**src/rtl/inv_sub_bytes_seq.sv**
```systemverilog
// rtl/inv_sub_bytes_seq.sv - AES InvSubBytes over a 128-bit state, BYTES_PER_CYCLE bytes per clock
// Optional feature macro INV_SBOX_REG_EN: registers the lookup outputs before the out_data write.
module inv_sub_bytes_seq #(
  parameter int BYTES_PER_CYCLE = 4
) (
  input  logic         clk,
  input  logic         rst,
  input  logic         in_valid,
  output logic         in_ready,
  input  logic [127:0] in_data,
  output logic         out_valid,
  input  logic         out_ready,
  output logic [127:0] out_data
);

  localparam int N  = 16 / BYTES_PER_CYCLE;
  localparam int CW = (N > 1) ? $clog2(N) : 1;
  localparam int GW = 8 * BYTES_PER_CYCLE;
  localparam logic [CW-1:0] LAST_GRP = CW'(N - 1);

  typedef enum logic [1:0] {IDLE, RUN, DONE} state_t;

  state_t        r_state;
  state_t        w_state_nxt;
  logic [127:0]  r_capture;
  logic [127:0]  r_out;
  logic [CW-1:0] r_cnt;
  logic [GW-1:0] w_grp_in;
  logic [GW-1:0] w_grp_out;
  logic [GW-1:0] w_wr_data;
  logic [CW-1:0] w_wr_idx;
  logic          w_wr_en;
  logic          w_cnt_step;
  logic          w_run_last;
  logic          w_accept;

  function automatic logic [7:0] gf_mul(input logic [7:0] a, input logic [7:0] b);
    logic [7:0] p;
    logic [7:0] aa;
    p  = 8'h00;
    aa = a;
    for (int i = 0; i < 8; i++) begin
      if (b[i]) p = p ^ aa;
      aa = {aa[6:0], 1'b0} ^ (aa[7] ? 8'h1b : 8'h00);
    end
    return p;
  endfunction

  // x^254 is the multiplicative inverse in GF(2^8); maps 0 to 0 as AES requires.
  function automatic logic [7:0] gf_inv(input logic [7:0] x);
    logic [7:0] r;
    logic [7:0] p;
    r = 8'h01;
    p = x;
    for (int i = 1; i < 8; i++) begin
      p = gf_mul(p, p);
      r = gf_mul(r, p);
    end
    return r;
  endfunction

  function automatic logic [7:0] inv_sbox(input logic [7:0] x);
    logic [7:0] t;
    t = {x[6:0], x[7]} ^ {x[4:0], x[7:5]} ^ {x[1:0], x[7:2]} ^ 8'h05;
    return gf_inv(t);
  endfunction

  always_comb begin
    w_grp_in = '0;
    for (int g = 0; g < N; g++) begin
      if (r_cnt == CW'(g)) w_grp_in = r_capture[127 - g*GW -: GW];
    end
  end

  for (genvar j = 0; j < BYTES_PER_CYCLE; j++) begin : g_lut
    assign w_grp_out[GW-1-8*j -: 8] = inv_sbox(w_grp_in[GW-1-8*j -: 8]);
  end

  assign w_accept = (r_state == IDLE) && in_valid;

`ifdef INV_SBOX_REG_EN
  logic [GW-1:0] r_lut;
  logic [CW-1:0] r_lut_idx;
  logic          r_lut_vld;
  logic          r_issued_all;
  logic          w_lookup_en;

  // Lookups run for N cycles; the write stage trails by one, giving the extra drain cycle.
  assign w_lookup_en = (r_state == RUN) && !r_issued_all;
  assign w_cnt_step  = w_lookup_en;
  assign w_wr_en     = (r_state == RUN) && r_lut_vld;
  assign w_wr_idx    = r_lut_idx;
  assign w_wr_data   = r_lut;
  assign w_run_last  = w_wr_en && (r_lut_idx == LAST_GRP);

  always_ff @(posedge clk) begin
    if (rst || w_accept) begin
      r_lut        <= '0;
      r_lut_idx    <= '0;
      r_lut_vld    <= 1'b0;
      r_issued_all <= 1'b0;
    end else begin
      r_lut_vld <= w_lookup_en;
      if (w_lookup_en) begin
        r_lut     <= w_grp_out;
        r_lut_idx <= r_cnt;
        if (r_cnt == LAST_GRP) r_issued_all <= 1'b1;
      end
    end
  end
`else
  assign w_cnt_step = (r_state == RUN);
  assign w_wr_en    = (r_state == RUN);
  assign w_wr_idx   = r_cnt;
  assign w_wr_data  = w_grp_out;
  assign w_run_last = w_wr_en && (r_cnt == LAST_GRP);
`endif

  always_ff @(posedge clk) begin
    if (rst) begin
      r_cnt <= '0;
    end else if (w_accept) begin
      r_cnt <= '0;
    end else if (w_cnt_step && (r_cnt != LAST_GRP)) begin
      r_cnt <= r_cnt + CW'(1);
    end
  end

  always_ff @(posedge clk) begin
    if (rst) begin
      r_capture <= '0;
      r_out     <= '0;
    end else begin
      if (w_accept) r_capture <= in_data;
      if (w_wr_en) begin
        for (int g = 0; g < N; g++) begin
          if (w_wr_idx == CW'(g)) r_out[127 - g*GW -: GW] <= w_wr_data;
        end
      end
    end
  end

  always_ff @(posedge clk) begin
    if (rst) r_state <= IDLE;
    else     r_state <= w_state_nxt;
  end

  always_comb begin
    w_state_nxt = r_state;
    in_ready    = 1'b0;
    out_valid   = 1'b0;
    case (r_state)
      IDLE: begin
        in_ready = 1'b1;
        if (in_valid) w_state_nxt = RUN;
      end
      RUN: begin
        if (w_run_last) w_state_nxt = DONE;
      end
      DONE: begin
        out_valid = 1'b1;
        if (out_ready) w_state_nxt = IDLE;
      end
      default: w_state_nxt = IDLE;
    endcase
  end

  assign out_data = r_out;

endmodule

```
**config.mk**
```make
export PLATFORM = sky130hd
export DESIGN_NAME = inv_sub_bytes_seq
export DESIGN_NICKNAME = d
export VERILOG_FILES = /design/src/rtl/inv_sub_bytes_seq.sv
export SDC_FILE = /design/constraint.sdc
export NUM_CORES = 2
export LEC_CHECK = 0
export ABC_CLOCK_PERIOD_IN_PS = 40300
export CORE_ASPECT_RATIO = 1.4
export CORE_MARGIN = 3
export CORE_UTILIZATION = 70
export DETAILED_ROUTE_END_ITERATION = 10
export PLACE_DENSITY_LB_ADDON = 0.25
export RECOVER_POWER = 50
export SLEW_MARGIN = 0
export SYNTH_ARGS = -nofsm -noshare
export SYNTH_HDL_FRONTEND = slang
export SYNTH_SLANG_ARGS = --single-unit
```
**constraint.sdc**
```tcl
create_clock -name clk -period 40.3 [get_ports clk]
set_clock_uncertainty 0.2 [all_clocks]
set_input_delay 4.03 -clock clk [delete_from_list [all_inputs] [get_ports clk]]
set_output_delay 4.03 -clock clk [all_outputs]
set_load 0.01 [all_outputs]
```
; ---- Word level (Yosys, flattened, before mapping)
; Cells that the tools add are included.
[word_totals]
reg_bits = 260
latch_bits = 0
ram_bits = 0
mem_bits_ro = 0
elab_cells = 1618
memories = 0
[classes]
addsub = 1
n_mul = 0
n_div = 0
order_cmp = 0
eq_ne = 9
shifts = 0
n_mux = 822
bitwise_logic = 768
reduce_logical = 11
[ops]
columns = operator, n
row1 = $mux 8, 420
row2 = $xor 8x8->8, 372
row3 = $xor 8x5->8, 364
row4 = $mux 5, 368
row5 = $mux 32, 4
row6 = $mux 7, 4
row7 = $not 1->1 const A, 28
row8 = $mux 6, 4
row9 = $mux 4, 4
row10 = $mux 2, 7
row11 = $mux 3, 4
row12 = $not 2->2, 4
row13 = $reduce_and 2->1, 4
row14 = $eq 2x2->1 const B, 3
row15 = $mux 1, 6
row16 = $ne 2x2->1 const B, 3
row17 = $pmux 2 s3, 1
row18 = $eq 2x1->1 const B, 2
row19 = $logic_not 2->1, 2
row20 = $logic_and 1x1->1, 3
row21 = $reduce_and 3->1, 1
row22 = $add 2x1->2 const B, 1
row23 = $ne 2x1->1 const B, 1
row24 = $reduce_or 2->1, 1

; ---- Logic depth before layout (Yosys ltp)
[depth]
depth_word = 134
ltp_mapped = 83
ltp_nobuf = 69

; ---- Worst setup path after synthesis
; No wires, ideal clock.
[synth_timing]
path_type = flip-flop to flip-flop
startpoint = register r_cnt[1]
endpoint = register r_out[20] (netlist: out_data[20])
setup_time_ps = 70
t_arrival_ps = 17535
t_required_ps = 40030
path_slack_ps = 22495
stages_incl_launch_ff = 80
n_path_buf = 14
synth_period_minus_slack_ps = 17805
path_cell_list = dfxtp_1 > inv_1 > ha_1 > buf_2 > buf_6 > buf_4 > buf_2 > nand3b_1 > and3_1 > nor2_1 > buf_2 > xnor2_1 > inv_1 > ha_1 > inv_1 > a31oi_1 > a32oi_1 > nand2_1 > [... 44 more ...] > a211oi_2 > xnor2_1 > nor2_1 > o311ai_1 > xor2_1 > buf_2 > nor2_1 > xnor2_1 > buf_4 > xnor2_1 > xnor2_1 > nor2_1 > o32ai_1 > xnor2_1 > xnor2_1 > xnor2_1 > nand2_1 > a21oi_1
[synth_via]
elab_chain_len = 132
[synth_lines]
columns = element, line
row1 = "start, declared", 27  ; logic [CW-1:0] r_cnt;
row2 = "start signal, assigned", 125  ; r_cnt <= r_cnt + CW'(1);
row3 = $logic_not 2->1, 71  ; if (r_cnt == CW'(g)) w_grp_in = r_capture[127 - g*GW -: GW];
row4 = $mux 32 (4 in a row), 71
row5 = $xor 8x8->8 (2 in a row), 64  ; t = {x[6:0], x[7]} ^ {x[4:0], x[7:5]} ^ {x[1:0], x[7:2]} ^ 8'h05;
row6 = $not 2->2 (no line), n/a
row7 = $mux 8, 43  ; if (b[i]) p = p ^ aa;
row8 = $xor 8x8->8, 43
row9 = $mux 8, 43
row10 = $xor 8x8->8, 43
row11 = [... 112 more ...], n/a
row12 = $xor 8x8->8, 43
row13 = $mux 8, 43
row14 = $xor 8x8->8, 43
row15 = $mux 8, 43
row16 = $xor 8x8->8, 43
row17 = $mux 8, 43
row18 = $xor 8x8->8, 43
row19 = $mux 8, 43
row20 = "end signal, assigned by index", 137  ; if (w_wr_idx == CW'(g)) r_out[127 - g*GW -: GW] <= w_wr_data;
row21 = "end, declared", 26  ; logic [127:0] r_out;
; Parallel ways exist; a longest one is shown, timed or not.
; A chain may end at the register's enable or synchronous reset.

; ---- Final worst setup path
[layout_timing]
startpoint = register r_cnt[0]
endpoint = register r_out[81] (netlist: out_data[81])
; The elaborated chain is that of the path after synthesis.

==> impl_metrics.env <==
export IMPL_drt_pass1_iter_count=9
export IMPL_synth_enable_flop_cells=0
export IMPL_totalNegativeSetupSlack_ns=0
export IMPL_clk_pin_slew_ns=0.08
export IMPL_worst_reg2reg_path_startpoint="r_cnt[0]"
export IMPL_r2r_slack_ns=17.62
export IMPL_portion_of_the_post_synthesis_area_used_by_sequential_elements_pct=7.47
export IMPL_layout_setup_ws_ns=17.62
export IMPL_htree_num_levels=1
export IMPL_synth_lib_cells_used_distinct=131
export IMPL_antenna_found_initial=5
export IMPL_max_freq_mhz=44.1
export IMPL_worst_path_max_fanout=73
export IMPL_count_of_mapped_cells_out_of_synthesis=9650
export IMPL_total_congestion_overflow_after_global_routing=0
export IMPL_io_buffers=261
export IMPL_timing_critical_path_from_type="register"
export IMPL_layout_commonest_cell="sky130_fd_sc_hd__xnor2_1"
export IMPL_worst_r2r_cell_count=62
export IMPL_finalMaxSlewViolations=265
export IMPL_grt_max_degree=105
export IMPL_cts_sinks=260
export IMPL_postRouteAntennaNets=0
export IMPL_yosys_register_bits=260
export IMPL_fp_dieArea_um2=103000
export IMPL_drt_first_iter_violations=7893
export IMPL_netlist_top_cells_area="sky130_fd_sc_hd__xnor2_1, sky130_fd_sc_hd__dfxtp_1, sky130_fd_sc_hd__nor2_1"
export IMPL_synth_ff_type="sky130_fd_sc_hd__dfxtp_1"
export IMPL_critPathMaxStageDelay_ns=0.89
export IMPL_cts_resized=0
export IMPL_maximum_clock_insertion_buffer_count=3
export IMPL_crit_arrival_ns=22.94
export IMPL_netlist_top_cell_by_area="sky130_fd_sc_hd__xnor2_1"
export IMPL_worstMarginPinSlew_ns=4.46
export IMPL_syn_mean_instance_area_um2=7.22
export IMPL_worst_setup_path_type="register to register"
export IMPL_drt_wirelength_per_cell_um=20.2
export IMPL_hold_path_class="register to register"
export IMPL_post_cts_setup_buffers=0
export IMPL_synth_cell_area_um2=69700
export IMPL_number_of_fill_cells_in_the_layout=7782
export IMPL_finalCriticalPeriod_ns=22.68
export IMPL_slew_headroom_pct=-198
export IMPL_period_share_pct=56.3
export IMPL_total_cts_buffers=26
export IMPL_status="complete, but fails checks"
export IMPL_drive_gt1_share_pct=7.83
export IMPL_chip_height_um=379
export IMPL_core_area_um2=98500
export IMPL_timing_max_cap_violations=3
export IMPL_clk_insertion_delay_late_ns=0.57
export IMPL_viasPerCell=6.60
export IMPL_worstReg2RegEnd="out_data[81]"
export IMPL_final_cells=10857
export IMPL_startpoint="r_cnt[0]"
export IMPL_finalHoldWorstSlack_ns=0.249
export IMPL_core_rows=136
export IMPL_worst_path_max_delay_cell="sky130_fd_sc_hd__xnor2_1"
export IMPL_worst_path_most_repeated_cell="sky130_fd_sc_hd__xnor2_1"
export IMPL_ys_warn_count=0
export IMPL_cp_data_required_time_ns=40.55
export IMPL_vias=71694
export IMPL_clock_root_buffer="sky130_fd_sc_hd__clkbuf_16"
export IMPL_grt_setup_unrepaired="false"
export IMPL_track_usage_pct=40.1
export IMPL_critPathCapture="out_data[81]"
export IMPL_detail_route_wirelength_um=220000
export IMPL_final_cell_mix="sky130_fd_sc_hd__xnor2_1, sky130_fd_sc_hd__nor2_1, sky130_fd_sc_hd__nand2_1, sky130_fd_sc_hd__a21oi_1, sky130_fd_sc_hd__o21ai_0"
export IMPL_place_worst_setup_slack_ns=18.23
export IMPL_num_nets_final=9690
export IMPL_synth_top_cell_area_share_pct=21.7
export IMPL_dp_cells=10809
export IMPL_final_setup_viol_count=0
export IMPL_ios=262
export IMPL_cts_tree="built"
export IMPL_synth_nets=9814
export IMPL_detail_route_drc_violations=0
export IMPL_final_replace_weighted_congestion=1.01
export IMPL_ys_async_sr_fraction_pct=0
export IMPL_dp_final_hpwl_um=160000
export IMPL_grt_pass1_vias=67348
export IMPL_starting_utilization_of_the_core_area_pct=70.7
export IMPL_violations="max-capacitance violations, max-slew violations"
export IMPL_cts_hold_buf=0
export IMPL_grt_first_pass_wirelength_um=349000
export IMPL_area_growth_synth_to_final_pct=6.40
export IMPL_die_width_um=273
export IMPL_setup_worst_path_end_class="register"
export IMPL_final_hold_viol_count=0
-- layout make-up --
class                   instances  area [µm²]  area share, %
diodes                          1        2.50        0.00338
well taps                    1311        1640           2.21
multi-input cells            8625       61500           83.0
clock buffers                  34         742           1.00
clock inverters                13         160          0.216
flip-flops and latches        260        5200           7.02
repair buffers                511        4480           6.04
inverters                     102         385          0.520
-- worst max-delay path, delay by kind of cell, from the launching register on --
| kind | cells | cell delay (ns) |
|---|---|---|
| buffers and inverters | 9 | 3.60 |
| muxes | 1 | 0.38 |
| DFF | 1 | 0.45 |
| xor gates and xnor gates | 18 | 6.79 |
| and+or+nand+nor | 11 | 2.70 |
| AOI/OAI and AO/OA | 18 | 5.68 |
| adders and majority gates | 5 | 2.68 |
-- stage by stage --
step / instance area [µm²] / utilization, %
3_3_place_gp: 73200 / 74.3
2_1_floorplan: 69700 / -
5_1_grt: 74100 / 75.2
4_1_cts: 74100 / 75.2
3_5_place_dp: 73200 / 74.3
6_report: 74100 / 75.2
-- worst min-delay path by stage --
stage | from | to | slack [ns] | cells past startpoint
after floorplan | r_capture[102] | r_capture[102] | 0.23 | 2
final | out_data[37] | out_data[37] | 0.25 | 2
after global routing | out_data[39] | out_data[39] | 0.26 | 2
after CTS | out_data[69] | out_data[69] | 0.25 | 2
after global placement | out_data[48] | out_data[48] | 0.24 | 2
after detailed placement | out_data[69] | out_data[69] | 0.25 | 2
-- layer usage --
metal / part of all wire [%] / global-route usage [%]
met2: 48 / 69.6
met4: 5.5 / 21.4
met1: 38 / 48.2
met3: 8.8 / 4.90
met5: 0.037 / 0
-- logic make-up (layout without fill, tap and decap cells) --
logic type | count (synthesis) | in the layout | share of synthesized area (%)
AOI/OAI and AO/OA | 2216 | 2216 | 20.9
muxes | 274 | 274 | 4.04
other | 0 | 1 | 0
xor gates and xnor gates | 2567 | 2567 | 40.1
and+or+nand+nor | 3531 | 3531 | 22.1
adders and majority gates | 37 | 37 | 0.647
buffers and inverters | 765 | 660 | 4.75
DFF | 260 | 260 | 7.47
-- Yosys cell counts, drive strengths merged, types with 20 or more instances --
cell type / count
nor2b: 56
or3: 48
a31oi: 78
mux2i: 239
o21a: 45
nand2: 1219
nand4: 34
a211oi: 198
ha: 32
a2111oi: 22
nand3: 241
a221oi: 41
xnor2: 1886
a211o: 42
and3: 62
o22ai: 125
a32oi: 24
dfxtp: 260
and2: 78
o32ai: 28
xor3: 34
a311oi: 26
buf: 253
nor3: 248
o221ai: 32
o21ai: 457
o31ai: 41
inv: 93
xnor3: 213
nor2: 1326
a22oi: 49
nand3b: 30
mux2: 35
nor4: 46
nand2b: 50
or2: 37
clkbuf: 410
a21o: 36
xor2: 434
nor3b: 21
o211ai: 99
a21oi: 673
o2111ai: 20
-- sequential cells by signal (all words and copies together), names as in the netlist --
signal     cells
out_data     128
r_capture    128
r_cnt          2
r_state        2
Power is left out: the tool's default activity adds up to more than one toggle a clock period on the data nets, which glitch-free logic cannot reach.
